===== config.mk =====
export PLATFORM = sky130hd
export DESIGN_NAME = lepton_vospi_emulator
export DESIGN_NICKNAME = d
export VERILOG_FILES = /design/src/rtl/lepton_vospi_emulator.sv
export SDC_FILE = /design/constraint.sdc
export NUM_CORES = 1
export LEC_CHECK = 0
export ABC_CLOCK_PERIOD_IN_PS = 7000
export CAP_MARGIN = 20
export CELL_PAD_IN_SITES_DETAIL_PLACEMENT = 0
export CELL_PAD_IN_SITES_GLOBAL_PLACEMENT = 1
export CORE_MARGIN = 8
export CORE_UTILIZATION = 45
export CTS_BUF_LIST = sky130_fd_sc_hd__clkbuf_8
export DETAILED_ROUTE_END_ITERATION = 7
export PLACE_DENSITY_LB_ADDON = 0.08
export SLEW_MARGIN = 15
export SYNTH_ARGS = -nofsm -noshare
export SYNTH_HDL_FRONTEND = slang
export SYNTH_SLANG_ARGS = --single-unit

===== constraint.sdc =====
create_clock -name clk -period 7 [get_ports clk]
set_clock_uncertainty 0.2 [all_clocks]
set_input_delay 1.4 -clock clk [delete_from_list [all_inputs] [get_ports clk]]
set_output_delay 1.4 -clock clk [all_outputs]
set_load 0.01 [all_outputs]

===== src/rtl/lepton_vospi_emulator.sv =====
// rtl/lepton_vospi_emulator.sv - VoSPI slave emulating a Lepton packet stream
// Serialises discard/video packets while precomputing the next packet's CRC.
module lepton_vospi_emulator #(
    parameter int PKTS_PER_SEG   = 60,
    parameter int PIX_PER_PKT    = 80,
    parameter int SEGS_PER_FRAME = 4,
    parameter int DISCARD_PKTS   = 2,
    parameter int SYNC_STAGES    = 2
) (
    input  logic        clk,
    input  logic        rst,
    input  logic        enable,
    input  logic        spi_clk,
    input  logic        spi_cs,
    output logic        spi_miso,
    output logic        ready,
    output logic        pkt_done,
    output logic        cs_abort,
    output logic [15:0] pkt_id,
    output logic [2:0]  seg_num,
    output logic [3:0]  frame_count
);
    localparam int PKTS_TOTAL = DISCARD_PKTS + PKTS_PER_SEG;
    localparam int IDX_W      = $clog2(PKTS_TOTAL);
    localparam int WRD_W      = $clog2(PIX_PER_PKT + 2);
    localparam logic [IDX_W-1:0] DISC_L    = IDX_W'(DISCARD_PKTS);
    localparam logic [IDX_W-1:0] LAST_IDX  = IDX_W'(PKTS_TOTAL - 1);
    localparam logic [IDX_W-1:0] TAG_PKT   = IDX_W'(20);
    localparam logic [WRD_W-1:0] LAST_WORD = WRD_W'(PIX_PER_PKT + 1);
    localparam logic [2:0]       LAST_SEG  = 3'(SEGS_PER_FRAME);

    typedef enum logic {S_IDLE, S_SHIFT} state_t;

    function automatic logic [15:0] crc16_word(input logic [15:0] crc_in, input logic [15:0] data);
        logic [15:0] c;
        c = crc_in;
        for (int b = 15; b >= 0; b--) begin
            if (c[15] ^ data[b]) c = {c[14:0], 1'b0} ^ 16'h1021;
            else                 c = {c[14:0], 1'b0};
        end
        return c;
    endfunction

    // for_crc selects the CRC view of a word: ID nibble and CRC field forced to zero.
    function automatic logic [15:0] pkt_word(
        input logic [IDX_W-1:0] idx,
        input logic [2:0]       seg,
        input logic             frame_lsb,
        input logic [15:0]      crc,
        input logic [WRD_W-1:0] w,
        input logic             for_crc
    );
        logic [IDX_W-1:0] n;
        logic [2:0]       seg_m1;
        logic [WRD_W-1:0] pix;
        logic [15:0]      word;
        n      = idx - DISC_L;
        seg_m1 = seg - 3'd1;
        pix    = w - WRD_W'(2);
        word   = 16'h0000;
        if (idx < DISC_L) begin
            if (w == WRD_W'(0))      word = 16'h0FFF;
            else if (w == WRD_W'(1)) word = 16'hFFFF;
        end else if (w == WRD_W'(0)) begin
            word = {4'h0, 12'(n)};
            if (!for_crc && n == TAG_PKT) word[15:12] = {1'b0, seg};
        end else if (w == WRD_W'(1)) begin
            word = for_crc ? 16'h0000 : crc;
        end else begin
            word = {frame_lsb, seg_m1[1:0], 6'(n), 7'(pix)};
        end
        return word;
    endfunction

    logic [SYNC_STAGES-1:0] sck_sync_q, sck_sync_d, cs_sync_q, cs_sync_d;
    logic                   sck_prev_q, sck_prev_d;
    state_t                 state_q, state_d;
    logic [3:0]             bit_q, bit_d;
    logic [WRD_W-1:0]       word_q, word_d;
    logic [IDX_W-1:0]       cur_idx_q, cur_idx_d, nxt_idx;
    logic [2:0]             cur_seg_q, cur_seg_d, nxt_seg;
    logic [3:0]             cur_frame_q, cur_frame_d, nxt_frame;
    logic [15:0]            cur_crc_q, cur_crc_d, nxt_crc_q, nxt_crc_d;
    logic                   eng_busy_q, eng_busy_d;
    logic [WRD_W-1:0]       eng_cnt_q, eng_cnt_d;
    logic [15:0]            eng_crc_q, eng_crc_d;
    logic                   ready_q, ready_d, miso_q, miso_d;
    logic                   pkt_done_q, pkt_done_d, cs_abort_q, cs_abort_d;
    logic                   cs_active, sck_rise;
    logic [15:0]            tx_word;

    always_comb begin
        nxt_idx   = cur_idx_q + IDX_W'(1);
        nxt_seg   = cur_seg_q;
        nxt_frame = cur_frame_q;
        if (cur_idx_q == LAST_IDX) begin
            nxt_idx = '0;
            if (cur_seg_q == LAST_SEG) begin
                nxt_seg   = 3'd1;
                nxt_frame = cur_frame_q + 4'd1;
            end else begin
                nxt_seg = cur_seg_q + 3'd1;
            end
        end
    end

    always_comb begin
        sck_sync_d  = {sck_sync_q[SYNC_STAGES-2:0], spi_clk};
        cs_sync_d   = {cs_sync_q[SYNC_STAGES-2:0], spi_cs};
        sck_prev_d  = sck_sync_q[SYNC_STAGES-1];
        cs_active   = ~cs_sync_q[SYNC_STAGES-1] & enable;
        sck_rise    = sck_sync_q[SYNC_STAGES-1] & ~sck_prev_q;
        state_d     = state_q;
        bit_d       = bit_q;
        word_d      = word_q;
        cur_idx_d   = cur_idx_q;
        cur_seg_d   = cur_seg_q;
        cur_frame_d = cur_frame_q;
        cur_crc_d   = cur_crc_q;
        nxt_crc_d   = nxt_crc_q;
        eng_busy_d  = eng_busy_q;
        eng_cnt_d   = eng_cnt_q;
        eng_crc_d   = eng_crc_q;
        ready_d     = ready_q;
        pkt_done_d  = 1'b0;
        cs_abort_d  = 1'b0;

        // CRC of the packet after the current one, one word per clock.
        if (eng_busy_q) begin
            eng_crc_d = crc16_word(eng_crc_q,
                pkt_word(nxt_idx, nxt_seg, nxt_frame[0], 16'h0000, eng_cnt_q, 1'b1));
            eng_cnt_d = eng_cnt_q + WRD_W'(1);
            if (eng_cnt_q == LAST_WORD) begin
                eng_busy_d = 1'b0;
                ready_d    = 1'b1;
                nxt_crc_d  = eng_crc_d;
            end
        end

        if (state_q == S_IDLE) begin
            if (cs_active) state_d = S_SHIFT;
        end else if (!cs_active) begin
            state_d = S_IDLE;
            if (bit_q != 4'd0 || word_q != '0) cs_abort_d = 1'b1;
            bit_d  = 4'd0;
            word_d = '0;
        end else if (sck_rise) begin
            bit_d = bit_q + 4'd1;
            if (bit_q == 4'd15) begin
                if (word_q == LAST_WORD) begin
                    word_d      = '0;
                    pkt_done_d  = 1'b1;
                    cur_idx_d   = nxt_idx;
                    cur_seg_d   = nxt_seg;
                    cur_frame_d = nxt_frame;
                    cur_crc_d   = nxt_crc_q;
                    eng_busy_d  = 1'b1;
                    eng_cnt_d   = '0;
                    eng_crc_d   = 16'h0000;
                    ready_d     = 1'b0;
                end else begin
                    word_d = word_q + WRD_W'(1);
                end
            end
        end

        tx_word = pkt_word(cur_idx_d, cur_seg_d, cur_frame_d[0], cur_crc_d, word_d, 1'b0);
        miso_d  = cs_active ? tx_word[4'd15 - bit_d] : 1'b0;
    end

    always_ff @(posedge clk) begin
        if (rst) begin
            sck_sync_q  <= '1;
            cs_sync_q   <= '1;
            sck_prev_q  <= 1'b1;
            state_q     <= S_IDLE;
            bit_q       <= 4'd0;
            word_q      <= '0;
            cur_idx_q   <= '0;
            cur_seg_q   <= 3'd1;
            cur_frame_q <= 4'd0;
            cur_crc_q   <= 16'h0000;
            nxt_crc_q   <= 16'h0000;
            eng_busy_q  <= 1'b1;
            eng_cnt_q   <= '0;
            eng_crc_q   <= 16'h0000;
            ready_q     <= 1'b0;
            miso_q      <= 1'b0;
            pkt_done_q  <= 1'b0;
            cs_abort_q  <= 1'b0;
        end else begin
            sck_sync_q  <= sck_sync_d;
            cs_sync_q   <= cs_sync_d;
            sck_prev_q  <= sck_prev_d;
            state_q     <= state_d;
            bit_q       <= bit_d;
            word_q      <= word_d;
            cur_idx_q   <= cur_idx_d;
            cur_seg_q   <= cur_seg_d;
            cur_frame_q <= cur_frame_d;
            cur_crc_q   <= cur_crc_d;
            nxt_crc_q   <= nxt_crc_d;
            eng_busy_q  <= eng_busy_d;
            eng_cnt_q   <= eng_cnt_d;
            eng_crc_q   <= eng_crc_d;
            ready_q     <= ready_d;
            miso_q      <= miso_d;
            pkt_done_q  <= pkt_done_d;
            cs_abort_q  <= cs_abort_d;
        end
    end

    assign spi_miso    = miso_q;
    assign ready       = ready_q;
    assign pkt_done    = pkt_done_q;
    assign cs_abort    = cs_abort_q;
    assign seg_num     = cur_seg_q;
    assign frame_count = cur_frame_q;
    assign pkt_id      = pkt_word(cur_idx_q, cur_seg_q, cur_frame_q[0], cur_crc_q, WRD_W'(0), 1'b0);

endmodule


==> insert_results.sql <==
INSERT INTO impl_metrics (metric_group, metric, value, unit) VALUES
('sta', 'final_cycle_utilization_of_the_critical_path', '0.721', ''),
('sta', 'final_hold_viol_count', '0', ''),
('sta', 'fmax', '198', 'MHz'),
('global_routing', 'grt_remaining_overflow', '0', ''),
('power', 'power', '2010', 'uW'),
('placed_design', 'port-buffer-count', '30', ''),
('yosys', 'ys_seq_elements', '90', ''),
('drt', 'total_wire_length_after_detailed_routing', '15700', 'um'),
('drt', 'first_iter_violations', '357', ''),
('final_layout', 'final_nets', '758', ''),
('global_routing', 'antenna_found_initial', '0', ''),
('global_routing', 'gr_util_all_layers', '0.189', ''),
('yosys', 'synthFlopType', 'dfxtp_1', ''),
('hold_path', 'hold_path_class', 'register to register', ''),
('drt', 'detail_route.vias_per_cell', '5.74', ''),
('sta', 'slew_headroom', '0.425', ''),
('critical_path', 'cp-end-kind', 'register', ''),
('floorplanning', 'floorplan.io_pins', '32', ''),
('yosys', 'synth_async_sr_flop_share', '0', ''),
('sta', 'timing.final.setup_violations', '0', ''),
('yosys', 'synthesis.area', '5880', 'um2'),
('global_routing', 'largest_net_degree_at_the_start_of_global_routing', '70', ''),
('yosys', 'yosys.area_share.adder', '0.0447', ''),
('critical_path', 'criticalPathCategory', 'input port to register', ''),
('clock_tree', 'postCtsSetupRepairBufs', '0', ''),
('critical_path', 'critical_path.startpoint_type', 'input port', ''),
('clock_tree', 'ctsHoldBuffers', '0', ''),
('yosys', 'synth_xor_xnor_area_share', '0.127', ''),
('power', 'ir_worst_vdd', '0.000454', 'V'),
('critical_path', 'worst_path_buffer_plus_inverter_count', '1', ''),
('hold_path', 'min_delay_path_depth', '1', ''),
('global_routing', 'grt_first_pass_wirelength', '25400', 'um'),
('final_layout', 'fin_util', '0.508', ''),
('yosys', 'synth_top_family_by_area', 'simple AND/OR/NAND/NOR gates', ''),
('run', 'cap_viol_max_count', '0', ''),
('yosys', 'yosys-mux-area-fraction', '0.0340', ''),
('clock_tree', 'postCtsResizedCells', '0', ''),
('sta', 'worst-slew-pin-transition', '0.863', 'ns'),
('yosys', 'syn_avg_cell_area', '8.07', 'um2'),
('sta', 'finalMaxSlewViolations', '0', ''),
('yosys', 'synth-edff-count', '0', ''),
('clock_tree', 'cts.sinks', '90', ''),
('placed_design', 'placement_stage_worst_setup_slack', '1.61', 'ns'),
('critical_path', 'crit_required', '7.12', 'ns'),
('critical_path', 'crit_cells', '14', ''),
('yosys', 'synth_instances', '729', ''),
('final_layout', 'stdcell_count', '909', ''),
('floorplanning', 'placementRows', '41', ''),
('sta', 'layout_min_cycle_time', '5.05', 'ns'),
('yosys', 'yosys.cell_types.count', '85', ''),
('placed_design', 'placed_cells_incl_taps', '893', ''),
('final_layout', 'num_antenna_cells', '0', ''),
('yosys', 'yosys_warnings', '0', ''),
('power', 'power_density', '313', 'nW/um2'),
('drt', 'drc_violations_left', '0', ''),
('critical_path', 'critical-path-slowest-cell', 'or3_1', ''),
('clock_tree', 'clk_latency', '0.38', 'ns'),
('drt', 'first_pass_iters', '5', ''),
('outcome', 'outcome', 'finished clean', ''),
('clock_tree', 'cts.root.buffer_cell', 'clkbuf_8', ''),
('critical_path', 'worst-path-max-fanout', '12', ''),
('clock_tree', 'clk_path_buf_depth', '2', ''),
('clock_tree', 'clock_tree_from_tritoncts', 'done', ''),
('yosys', 'area_fraction_in_and_or_nand_and_nor_cells_after_synthesis', '0.240', ''),
('critical_path', 'critical-path-top-cell-by-count', 'o31ai_1', ''),
('critical_path', 'critical-path-top-delay-family', 'compound AO/OA/AOI/OAI gates', ''),
('drt', 'antenna_violating_nets_post_route', '0', ''),
('floorplanning', 'floorplan.die.height', '130', 'um'),
('yosys', 'yosysSeqAreaShare', '0.306', ''),
('placed_design', 'globalplace.congestion', '0.856', ''),
('critical_path', 'crit_path_cell_trace', 'clkdlybuf4s50_1 > nand3b_1 > or3_1 > o31ai_1 > and2_1 > ha_1 > nor2b_1 > o21ai_0 > a21boi_0 > nor3_1 > o31ai_1 > a31oi_1 > o41ai_2 > o311a_1', '');
synth_stat cells, types with 5 or more instances:
library cell	n	share of area
buf_4	6	0.0077
inv_1	25	0.016
o21ai_0	30	0.026
nor2b_1	6	0.0064
and3_1	8	0.0085
xnor2_2	5	0.014
nand4_1	9	0.0096
nor4_1	10	0.011
nand3b_1	5	0.0064
ha_1	21	0.045
clkbuf_1	21	0.013
xnor2_1	33	0.049
or4_1	5	0.0064
xor2_1	23	0.034
nand3_1	32	0.027
or2_2	5	0.0053
a21oi_1	47	0.040
nor3_1	17	0.014
dfxtp_1	90	0.31
nor2_1	91	0.058
buf_2	11	0.0094
nand2_1	76	0.049
and2_1	6	0.0064
a211oi_1	18	0.023
mux2i_1	20	0.034
a21o_1	5	0.0064
final cells by class:
| cell class | count | area, um2 |
|---|---|---|
| inverters | 25 | 93.8 |
| multi-input cells | 570 | 3770 |
| flip-flops and latches | 90 | 1800 |
| repair buffers | 36 | 340 |
| clock buffers | 10 | 138 |
| fillers | 1315 | 6240 |
| well taps | 172 | 215 |
| clock inverters | 6 | 77.6 |
state kept, by name (all words and copies together) (netlist names), 4 cells and up:
name,cells
nxt_crc_q,16
cur_idx_q,6
eng_crc_q,16
frame_count,4
bit_q,4
word_q,7
cur_crc_q,16
eng_cnt_q,7
logic make-up after synthesis:
| kind of cell | count (synthesis) |
|---|---|
| AOI/OAI and AO/OA | 167 |
| xor gates and xnor gates | 69 |
| adders and majority gates | 21 |
| buffers and inverters | 69 |
| DFF | 90 |
| muxes | 20 |
| other | 1 |
| and+or+nand+nor | 292 |
final timing paths:
kind            startpoint       endpoint  slack (ns)
max reg2reg   cur_idx_q[0]  nxt_crc_q[12]        2.05
max                 enable       spi_miso        1.95
min          sck_sync_q[0]  sck_sync_q[1]        0.23
min reg2reg  sck_sync_q[0]  sck_sync_q[1]        0.23
per-layer routing:
layer	up-vias	global-route usage	routed length [um]
met1	2492	0.258	7650
met4	0	0.0669	259
li1	2584	-	-
met3	20	0.0286	672
met5	-	0	0
met2	119	0.295	7070
power breakdown:
part           internal [uW]  leakage, uW  switching (uW)
Sequential               567     0.000731            34.4
Clock                    182     0.000107             213
Combinational            446      0.00171             571
Total                   1190      0.00255             819
placed cells by master, fill, tap and decap left out, types with 8 or more instances in the layout:
cell type         n
nor2_1           91
dfxtp_1          90
nand2_1          76
a21oi_1          47
xnor2_1          33
nand3_1          32
o21ai_0          30
clkdlybuf4s50_1  29
inv_1            25
xor2_1           23
ha_1             21
mux2i_1          20
a211oi_1         18
nor3_1           17
nor4_1           10
clkbuf_8         10
nand4_1           9
and3_1            8
per-stage QoR:
step	hold WS, ns	area (um2)
final	0.226	6430
after global routing	0.246	6430
after CTS	0.230	6430
after detailed placement	0.204	6220
after global placement	0.191	6220
after floorplan	0.189	5880
No activity file was read; power rests on OpenSTA's default activity.
